===== config.mk =====
export PLATFORM = sky130hd
export DESIGN_NAME = mac_multiplex_stream
export DESIGN_NICKNAME = d
export VERILOG_FILES = /design/src/rtl/mac_multiplex_stream.sv
export SDC_FILE = /design/constraint.sdc
export NUM_CORES = 1
export LEC_CHECK = 0
export CAP_MARGIN = 20
export CELL_PAD_IN_SITES_DETAIL_PLACEMENT = 1
export CELL_PAD_IN_SITES_GLOBAL_PLACEMENT = 1
export CORE_MARGIN = 4
export CORE_UTILIZATION = 40
export CTS_CLUSTER_DIAMETER = 200
export DETAILED_ROUTE_END_ITERATION = 10
export PLACE_DENSITY_LB_ADDON = 0.1
export RECOVER_POWER = 100
export SYNTH_ARGS = -nofsm -noshare
export SYNTH_HDL_FRONTEND = slang
export SYNTH_SLANG_ARGS = --single-unit

===== constraint.sdc =====
create_clock -name clk -period 6.25 [get_ports clk]
set_input_delay 0.625 -clock clk [delete_from_list [all_inputs] [get_ports clk]]
set_output_delay 0.625 -clock clk [all_outputs]
set_load 0.005 [all_outputs]

===== src/rtl/mac_multiplex_stream.sv =====
// mac_multiplex_stream
// Streaming precision-scalable SIMD MAC. The w (signed) and a (unsigned) operands
// are split into L = 2**mode lanes. The lane products are summed, and that sum is
// accumulated over acc_len samples. The group result is then presented on a
// valid/ready output.
// Pipeline: stage 1 registers the operands, stage 2 registers the lane-product
// sum, stage 3 holds the accumulator, and the FSM registers z/out_valid/ovf.
// Ports:
//   clk, rst             clock, synchronous active-high reset
//   config_aw            precision mode (clamped to MODE_NB-1), latched per group
//   acc_len              samples per group (0 acts as 1), latched per group
//   in_valid/in_ready    operand handshake
//   w, a                 packed lane operands
//   out_valid/out_ready  result handshake
//   z                    signed accumulated group result
//   ovf                  sticky signed-overflow flag for the group in z
//
// state | meaning
// IDLE  | waiting for the first sample of a group
// ACCUM | accepting the remaining samples of the group
// DRAIN | no accepts; waiting for the last sample to leave stage 3
// HOLD  | result presented, waiting for out_ready
module mac_multiplex_stream #(
   parameter int W_WIDTH         = 8,
   parameter int A_WIDTH         = 8,
   parameter int PLUS_WIDTH      = 4,
   parameter int MODE_NB         = 3,
   parameter int CONFIG_AW_WIDTH = 2,
   parameter int CNT_WIDTH       = 8
) (
   input  logic                                           clk,
   input  logic                                           rst,
   input  logic [CONFIG_AW_WIDTH-1:0]                     config_aw,
   input  logic [CNT_WIDTH-1:0]                           acc_len,
   input  logic                                           in_valid,
   output logic                                           in_ready,
   input  logic [W_WIDTH-1:0]                             w,
   input  logic [A_WIDTH-1:0]                             a,
   output logic                                           out_valid,
   input  logic                                           out_ready,
   output logic signed [W_WIDTH+A_WIDTH+PLUS_WIDTH-1:0]   z,
   output logic                                           ovf
);

   localparam int Z_WIDTH = W_WIDTH + A_WIDTH + PLUS_WIDTH;

   typedef enum logic [1:0] {IDLE, ACCUM, DRAIN, HOLD} state_t;
   state_t state;

   logic [CNT_WIDTH-1:0]       count, len_q, len_eff;
   logic [CONFIG_AW_WIDTH-1:0] mode_q, mode_eff;
   logic                       accept, acc_first, acc_last;
   logic [W_WIDTH-1:0]         w_s1;
   logic [A_WIDTH-1:0]         a_s1;
   logic                       s1_v, s1_first, s1_last;
   logic                       s2_v, s2_first, s2_last;
   logic                       s3_last;
   logic signed [Z_WIDTH-1:0]  p_s2, acc, acc_base, acc_sum;
   logic                       acc_ovf, add_ovf;
   logic signed [Z_WIDTH-1:0]  psum [MODE_NB];

   assign in_ready  = (state == IDLE || state == ACCUM) && !rst;
   assign accept    = in_valid & in_ready;
   assign len_eff   = (acc_len == '0) ? CNT_WIDTH'(1) : acc_len;
   assign mode_eff  = (int'(config_aw) >= MODE_NB) ? CONFIG_AW_WIDTH'(MODE_NB - 1) : config_aw;
   assign acc_first = (state == IDLE);
   assign acc_last  = (state == IDLE  && len_eff == CNT_WIDTH'(1)) ||
                      (state == ACCUM && count == len_q - 1'b1);

   // Stage 1: operand capture.
   always_ff @(posedge clk) begin
      if (rst) begin
         s1_v     <= 1'b0;
         s1_first <= 1'b0;
         s1_last  <= 1'b0;
         w_s1     <= '0;
         a_s1     <= '0;
      end else begin
         s1_v <= accept;
         if (accept) begin
            s1_first <= acc_first;
            s1_last  <= acc_last;
            w_s1     <= w;
            a_s1     <= a;
         end
      end
   end

   // One exact lane-product sum per mode. mode_q selects among them, and mode_q
   // is stable for the whole group.
   for (genvar m = 0; m < MODE_NB; m++) begin : g_mode
      localparam int L  = 1 << m;
      localparam int WL = W_WIDTH / L;
      localparam int AL = A_WIDTH / L;
      logic signed [Z_WIDTH-1:0] lane_sum;

      always_comb begin : comb_lanes
         logic signed [WL-1:0]    wl;
         logic signed [AL:0]      al;
         logic signed [WL+AL:0]   prod;
         lane_sum = '0;
         wl       = '0;
         al       = '0;
         prod     = '0;
         for (int i = 0; i < L; i++) begin
            wl       = w_s1[i*WL +: WL];
            al       = {1'b0, a_s1[i*AL +: AL]};
            prod     = wl * al;
            lane_sum = lane_sum + Z_WIDTH'(prod);
         end
      end

      assign psum[m] = lane_sum;
   end

   // Stage 2: registered product sum.
   always_ff @(posedge clk) begin
      if (rst) begin
         s2_v     <= 1'b0;
         s2_first <= 1'b0;
         s2_last  <= 1'b0;
         p_s2     <= '0;
      end else begin
         s2_v <= s1_v;
         if (s1_v) begin
            s2_first <= s1_first;
            s2_last  <= s1_last;
            p_s2     <= psum[mode_q];
         end
      end
   end

   // Stage 3: two's-complement wrapping accumulate with signed-overflow detect.
   assign acc_base = s2_first ? '0 : acc;
   assign acc_sum  = acc_base + p_s2;
   assign add_ovf  = (acc_base[Z_WIDTH-1] == p_s2[Z_WIDTH-1]) &&
                     (acc_sum[Z_WIDTH-1]  != acc_base[Z_WIDTH-1]);

   always_ff @(posedge clk) begin
      if (rst) begin
         acc     <= '0;
         acc_ovf <= 1'b0;
         s3_last <= 1'b0;
      end else begin
         s3_last <= s2_v & s2_last;
         if (s2_v) begin
            acc     <= acc_sum;
            acc_ovf <= (s2_first ? 1'b0 : acc_ovf) | add_ovf;
         end
      end
   end

   always_ff @(posedge clk) begin
      if (rst) begin
         state     <= IDLE;
         count     <= '0;
         len_q     <= '0;
         mode_q    <= '0;
         z         <= '0;
         out_valid <= 1'b0;
         ovf       <= 1'b0;
      end else begin
         case (state)
            IDLE: begin
               if (accept) begin
                  mode_q <= mode_eff;
                  len_q  <= len_eff;
                  count  <= CNT_WIDTH'(1);
                  ovf    <= 1'b0;
                  state  <= acc_last ? DRAIN : ACCUM;
               end
            end
            ACCUM: begin
               if (accept) begin
                  count <= count + 1'b1;
                  if (acc_last) state <= DRAIN;
               end
            end
            DRAIN: begin
               if (s3_last) begin
                  z         <= acc;
                  ovf       <= acc_ovf;
                  out_valid <= 1'b1;
                  state     <= HOLD;
               end
            end
            HOLD: begin
               if (out_ready) begin
                  out_valid <= 1'b0;
                  state     <= IDLE;
               end
            end
            default: state <= IDLE;
         endcase
      end
   end

endmodule

# Word level (Yosys, flattened, before mapping)
# Index checks and enable logic that the tools add are counted.
# word_totals
inputBits	30
reg_bits	106
# classes
multipliers	7
bitwise	4
add_sub_neg	7
eq_ne	12
mux	23
magnitude_cmp	2
reduce_logical	18
# op_table
operator	count
$mux W20	3
$bmux W20 S2	1
$mux W8	3
$add A20 B20 Y20	1
$mul A2 B3 Y5	4
$mul A4 B5 Y9	2
$mul A8 B9 Y17	1
$pmux W8 S2	1
$mux W2	7
$add A9 B9 Y10	1
$ne A2 B2 Y1 const B	5
$reduce_and A3 Y1	3
$add A7 B5 Y8	1
$add A8 B1 Y8 const B	1
$eq A8 B1 Y1 const B	1
$eq A8 B8 Y1	1
$logic_not A8 Y1	1
$pmux W2 S4	1
$sub A8 B1 Y8 const B	1
$add A6 B5 Y7	1
$add A5 B5 Y6	1
$reduce_bool A2 Y1	3
$mux W1	5
$reduce_and A5 Y1	1
15 further kinds	23

# Longest topological paths before layout
# depth
word_depth	8
mapped_depth	20
mapped_depth_nobuf	18

# Worst setup path before layout
# Ideal clock, no wire load.
# synth_path
path_kind	register -> register
startpoint	register w_s1[7], in the netlist g_mode[0].comb_lanes.wl[7]
endpoint	register p_s2[10]
path_stages_with_launch	20
setup_slack_ns	1.093
n_path_buf	2
arrival_ns	5.039
required_time_ns	6.131
synth_period_minus_slack_ns	5.157
cell_sequence	dfxtp_1 > clkbuf_1 > inv_1 > nor2_1 > fa_1 > ha_1 > inv_1 > fa_1 > fa_1 > inv_1 > ha_1 > fa_1 > a21oi_1 > o21ai_0 > a21oi_1 > xnor2_1 > o21ai_0 > or2_2 > clkbuf_1 > o221a_2
# synth_between
elab_chain_cells	5
elab_cells_between_ends	8
# synth_rtl
element	line	rtl
start: declaration	53	logic [W_WIDTH-1:0] w_s1;
start signal: assignment	83	w_s1 <= w;
$mul A4 B5 Y9 / $mul A2 B3 Y5 (equally long branches)	108	prod = wl * al;
$add A9 B9 Y10 / $add A7 B5 Y8 (equally long branches)	109	lane_sum = lane_sum + Z_WIDTH'(prod);
$bmux W20 S2 *	128	p_s2 <= psum[mode_q];
$mux W20 (not written as such) * (2 in series)	128	
end signal: assignment	128	
end: declaration	58	logic signed [Z_WIDTH-1:0] p_s2, acc, acc_base, acc_sum;
# Mark *: on every way between the ends. The rest lies on a longest branch, timed or not. The select of a mux whose other input is x is not followed.
# A chain may end at the register's enable or synchronous reset.

# Worst setup path after layout
# layout_path
startpoint	register a_s1[3]
endpoint	register p_s2[9]
# layout_between
elab_chain_cells	7
elab_cells_between_ends	10
# layout_rtl
element	line	rtl
start: declaration	54	logic [A_WIDTH-1:0] a_s1;
start signal: assignment	77	a_s1 <= '0;
start signal: assignment	84	a_s1 <= a;
$mul A2 B3 Y5	108	
$add A5 B5 Y6	109	
$add A6 B5 Y7	109	
$add A7 B5 Y8	109	
$bmux W20 S2 *	128	
$mux W20 (not written as such) * (2 in series)	128	
# Marks and branches as above.

==> summary.txt <==
Status
  – Outcome: complete, but fails checks
  – Failing checks: max-capacitance violations, max-slew violations

Cells and area
  – Sequential Area: 2060 um2
  – Commonest non-fill, non-tap cell in the layout: inv_1
  – Ratio of cells with drive above 1 in the final layout: 3.14%
  – Most frequent cells in the layout: inv_1 (154), nand2_1 (139), ha_1 (106)
  – Final Instance Area: 10600 um2
  – Ant diodes: 0
  – Final core occ: 45.0%
  – Fill count: 2839
  – Multi-input logic area: 6680 um2
  – Final cell count without fillers: 1498
  – Nets: 1384
  – Area growth syn-to-layout: 11.0%

Placed design
  – Gpl congestion: 0.843
  – Final HPWL DP: 19800 um
  – Placed Cells: 1482
  – IO Port Bufs: 52
  – Placement Cell Area: 10300 um2
  – Setup WS pre-CTS: 1.01 ns

Routing
  – DRT iter0 DRCs: 351
  – Post-route ant nets: 0
  – Routed WL: 25000 um
  – Drt pass-1 iters: 4
  – DR WL/cell: 16.7 um
  – Via density: 5.16
  – Remaining DRCs: 0
  – Total number of vias: 7724

Floorplanning
  – Die Wd: 162 um
  – Boundary pin count: 53
  – Core ar.: 23500 um2
  – Rows: 56
  – Initial Utilization: 40.5%
  – Die area: 26300 um2
  – Die Ht: 162 um

Synthesis
  – Syn Area/Cell: 8.29 um2
  – Leading register cell type out of synthesis: dfxtp_1
  – Number of synthesized flops with an enable pin: 0
  – Largest family of logic cells by synthesized area: adder cells
  – Synth Area in Simple Gates: 18.5%
  – Syn Nets: 1358
  – Register area share after synthesis: 21.7%
  – Asr flop ratio synth: 0%
  – Mux cell area share after synthesis: 1.70%
  – Cell count after synthesis: 1148
  – Synth warn: 0
  – Post-synthesis adder-cell area fraction: 29.5%
  – Synth Area in Compound Gates: 16.8%
  – Netlist cell types: 66
  – Post-synthesis xor/xnor area fraction: 3.92%
  – Seq cells post-synth: 103
  – Synth Cell Area: 9520 um2

Critical path
  – RR Startpoint: a_s1[3]$_SDFFE_PP0P_
  – Slowest-stage cell, CP: fa_1
  – Crit-path leading delay family: adder cells
  – Crit-path cells: and2_0 > inv_1 > fa_1 > inv_1 > ha_1 > inv_1 > fa_1 > fa_1 > inv_1 > ha_1 > fa_1 > a21oi_1 > o21ai_0 > a21oi_1 > xnor2_1 > o21ai_0 > or2_0 > o221a_2
  – Worst reg2reg setup slack: 0.89 ns
  – CP max FO: 10
  – Nature of the critical path startpoint: flop
  – CP max stage delay: 0.55 ns
  – Data required, critical path: 6.55 ns
  – CP Class: flop to flop
  – Worst reg-to-reg path cell count: 18
  – CP Capture Type: flop
  – Sum of buffers and inverters on the critical path: 4
  – RR Endpoint: p_s2[9]$_SDFFE_PP0P_
  – Worst Path Arrival: 5.66 ns

Min path
  – WHS Path Cells: 2
  – Hold Path Origin: z[18]$_SDFFE_PP0P_
  – Hold endpoint: z[18]$_SDFFE_PP0P_
  – Hold Crit Class: flop to flop

Global routing
  – Number of antenna violations at the first check in global routing: 0
  – Pin count of the biggest net entering global routing: 49
  – Vias in the first global route: 8275
  – GRT Resource Usage Total: 19.6%
  – Grt ovf: 0
  – First-pass GRT wire length: 41900 um

Timing
  – Fin. max-slew vios: 85
  – Setup TNS: 0 ns
  – Layout Skew: 0.00878 ns
  – Maximum achievable frequency: 186 MHz
  – Final Hold Vio Count: 0
  – Final WS setup: 0.887 ns
  – Fin crit period: 5.36 ns
  – # setup viols final: 0
  – Period utilization: 85.8%
  – RSZ-0062 raised after global routing: no
  – Slew margin rel.: -52.5%
  – Worst-Margin Slew: 2.29 ns
  – Hold_ws: 0.452 ns

Power and ir drop
  – Tot Pwr: 2.73 mW
  – Pleak: 4.93 nW
  – Pwr Density: 258 nW/um2
  – Peak supply drop: 0.142 mV

Clocking
  – Resized Gates After CTS: 0
  – Longest Clk Path Bufs: 2
  – Post-CTS setup buffers: 0
  – Clock-pin transition on the worst setup and hold timing paths: 0.07 ns
  – CTS H-tree lvls: 3
  – TritonCTS Buffers: 9
  – Clk Latency, worst-skew pair: 0.36 ns
  – Root Driver: clkbuf_16
  – CTS tree: done
  – Clk sinks: 103
  – CTS Hold Bufs: 0

Flow run
  – Max cap viols: 2
## worst min-delay path, delay by kind of cell, from the launching register on
| family | cells | cell delay, ns |
|---|---|---|
| simple gates | 1 | 0.05 |
| compound gates | 1 | 0.05 |
| flops | 1 | 0.31 |
## cells in the mapped netlist (2+ instances only)
cell type	count	area, um2
a2111o_1	2	22.5
a211o_1	4	35.0
a211oi_1	12	90.1
a21boi_0	2	15.0
a21o_1	15	113
a21oi_1	71	355
a31oi_1	14	87.6
and2_1	44	275
and3_1	8	50.1
buf_1	5	18.8
clkbuf_1	42	158
dfxtp_1	103	2060
fa_1	74	1480
ha_1	106	1330
inv_1	154	578
mux2i_1	15	150
nand2_1	139	522
nand2b_1	20	125
nand3_1	13	65.1
nand3b_1	4	30.0
nand4_1	9	56.3
nor2_1	65	244
nor2b_1	27	169
nor3_1	18	90.1
nor3b_1	2	15.0
nor4_1	3	18.8
o2111ai_1	2	17.5
o211a_1	3	30.0
o211ai_1	8	60.1
o21a_1	11	82.6
o21ai_0	52	260
o21bai_1	8	60.1
o221a_2	8	90.1
o221ai_1	6	52.6
o31ai_1	4	30.0
o32ai_1	2	17.5
o41ai_1	2	17.5
or3_1	3	18.8
or4_1	3	22.5
xnor2_1	23	201
xor2_1	17	149
## sequential cells by signal, indices dropped and copies added, names as in the netlist, 2 cells and up
signal                count
a_s1                      8
acc                      20
count                     8
g_mode.comb_lanes.wl      8
len_q                     8
mode_q                    2
p_s2                     17
state                     2
z                        20
## logic make-up after synthesis
family          after synthesis
buf+inv                     201
flops                       103
fa+ha+maj                   180
mux                          16
simple gates                365
xor+xnor                     41
compound gates              242
## area by class of cell
class | instances | share of cell area, %
inverters | 154 | 5.47
multi-input cells | 844 | 63.3
repair buffers | 62 | 5.44
well taps | 319 | 3.78
clock buffers | 11 | 2.20
clock inverters | 5 | 0.308
flip-flops and latches | 103 | 19.5
## report_power, final
group | leakage [nW] | internal, mW | switching, mW
registers | 0.839 | 0.730 | 0.110
clock network | 0.134 | 0.272 | 0.262
logic | 3.96 | 0.566 | 0.790
total | 4.93 | 1.57 | 1.16
## layer usage
metal,global-route usage [%],share of wire [%],vias to the layer above
met5,0,0,-
met3,3.40,2.4,8
met4,2.96,0.69,0
li1,-,-,3879
met1,26.6,49,3769
met2,33.6,48,68
## worst max path at each step
stage / cells past startpoint / from / slack (ns) / to
floorplan: 19 / g_mode[0].comb_lanes.wl[7]$_SDFFE_PP0P_ / 1.09 / p_s2[10]$_SDFFE_PP0P_
CTS: 18 / a_s1[3]$_SDFFE_PP0P_ / 1.0 / p_s2[9]$_SDFFE_PP0P_
global route: 17 / a_s1[3]$_SDFFE_PP0P_ / 0.45 / p_s2[15]$_SDFFE_PP0P_
detailed placement: 18 / a_s1[3]$_SDFFE_PP0P_ / 1.01 / p_s2[9]$_SDFFE_PP0P_
global placement: 17 / a_s1[3]$_SDFFE_PP0P_ / 1.10 / p_s2[9]$_SDFFE_PP0P_
finish: 18 / a_s1[3]$_SDFFE_PP0P_ / 0.89 / p_s2[9]$_SDFFE_PP0P_
No activity file was read; power rests on OpenSTA's default activity.
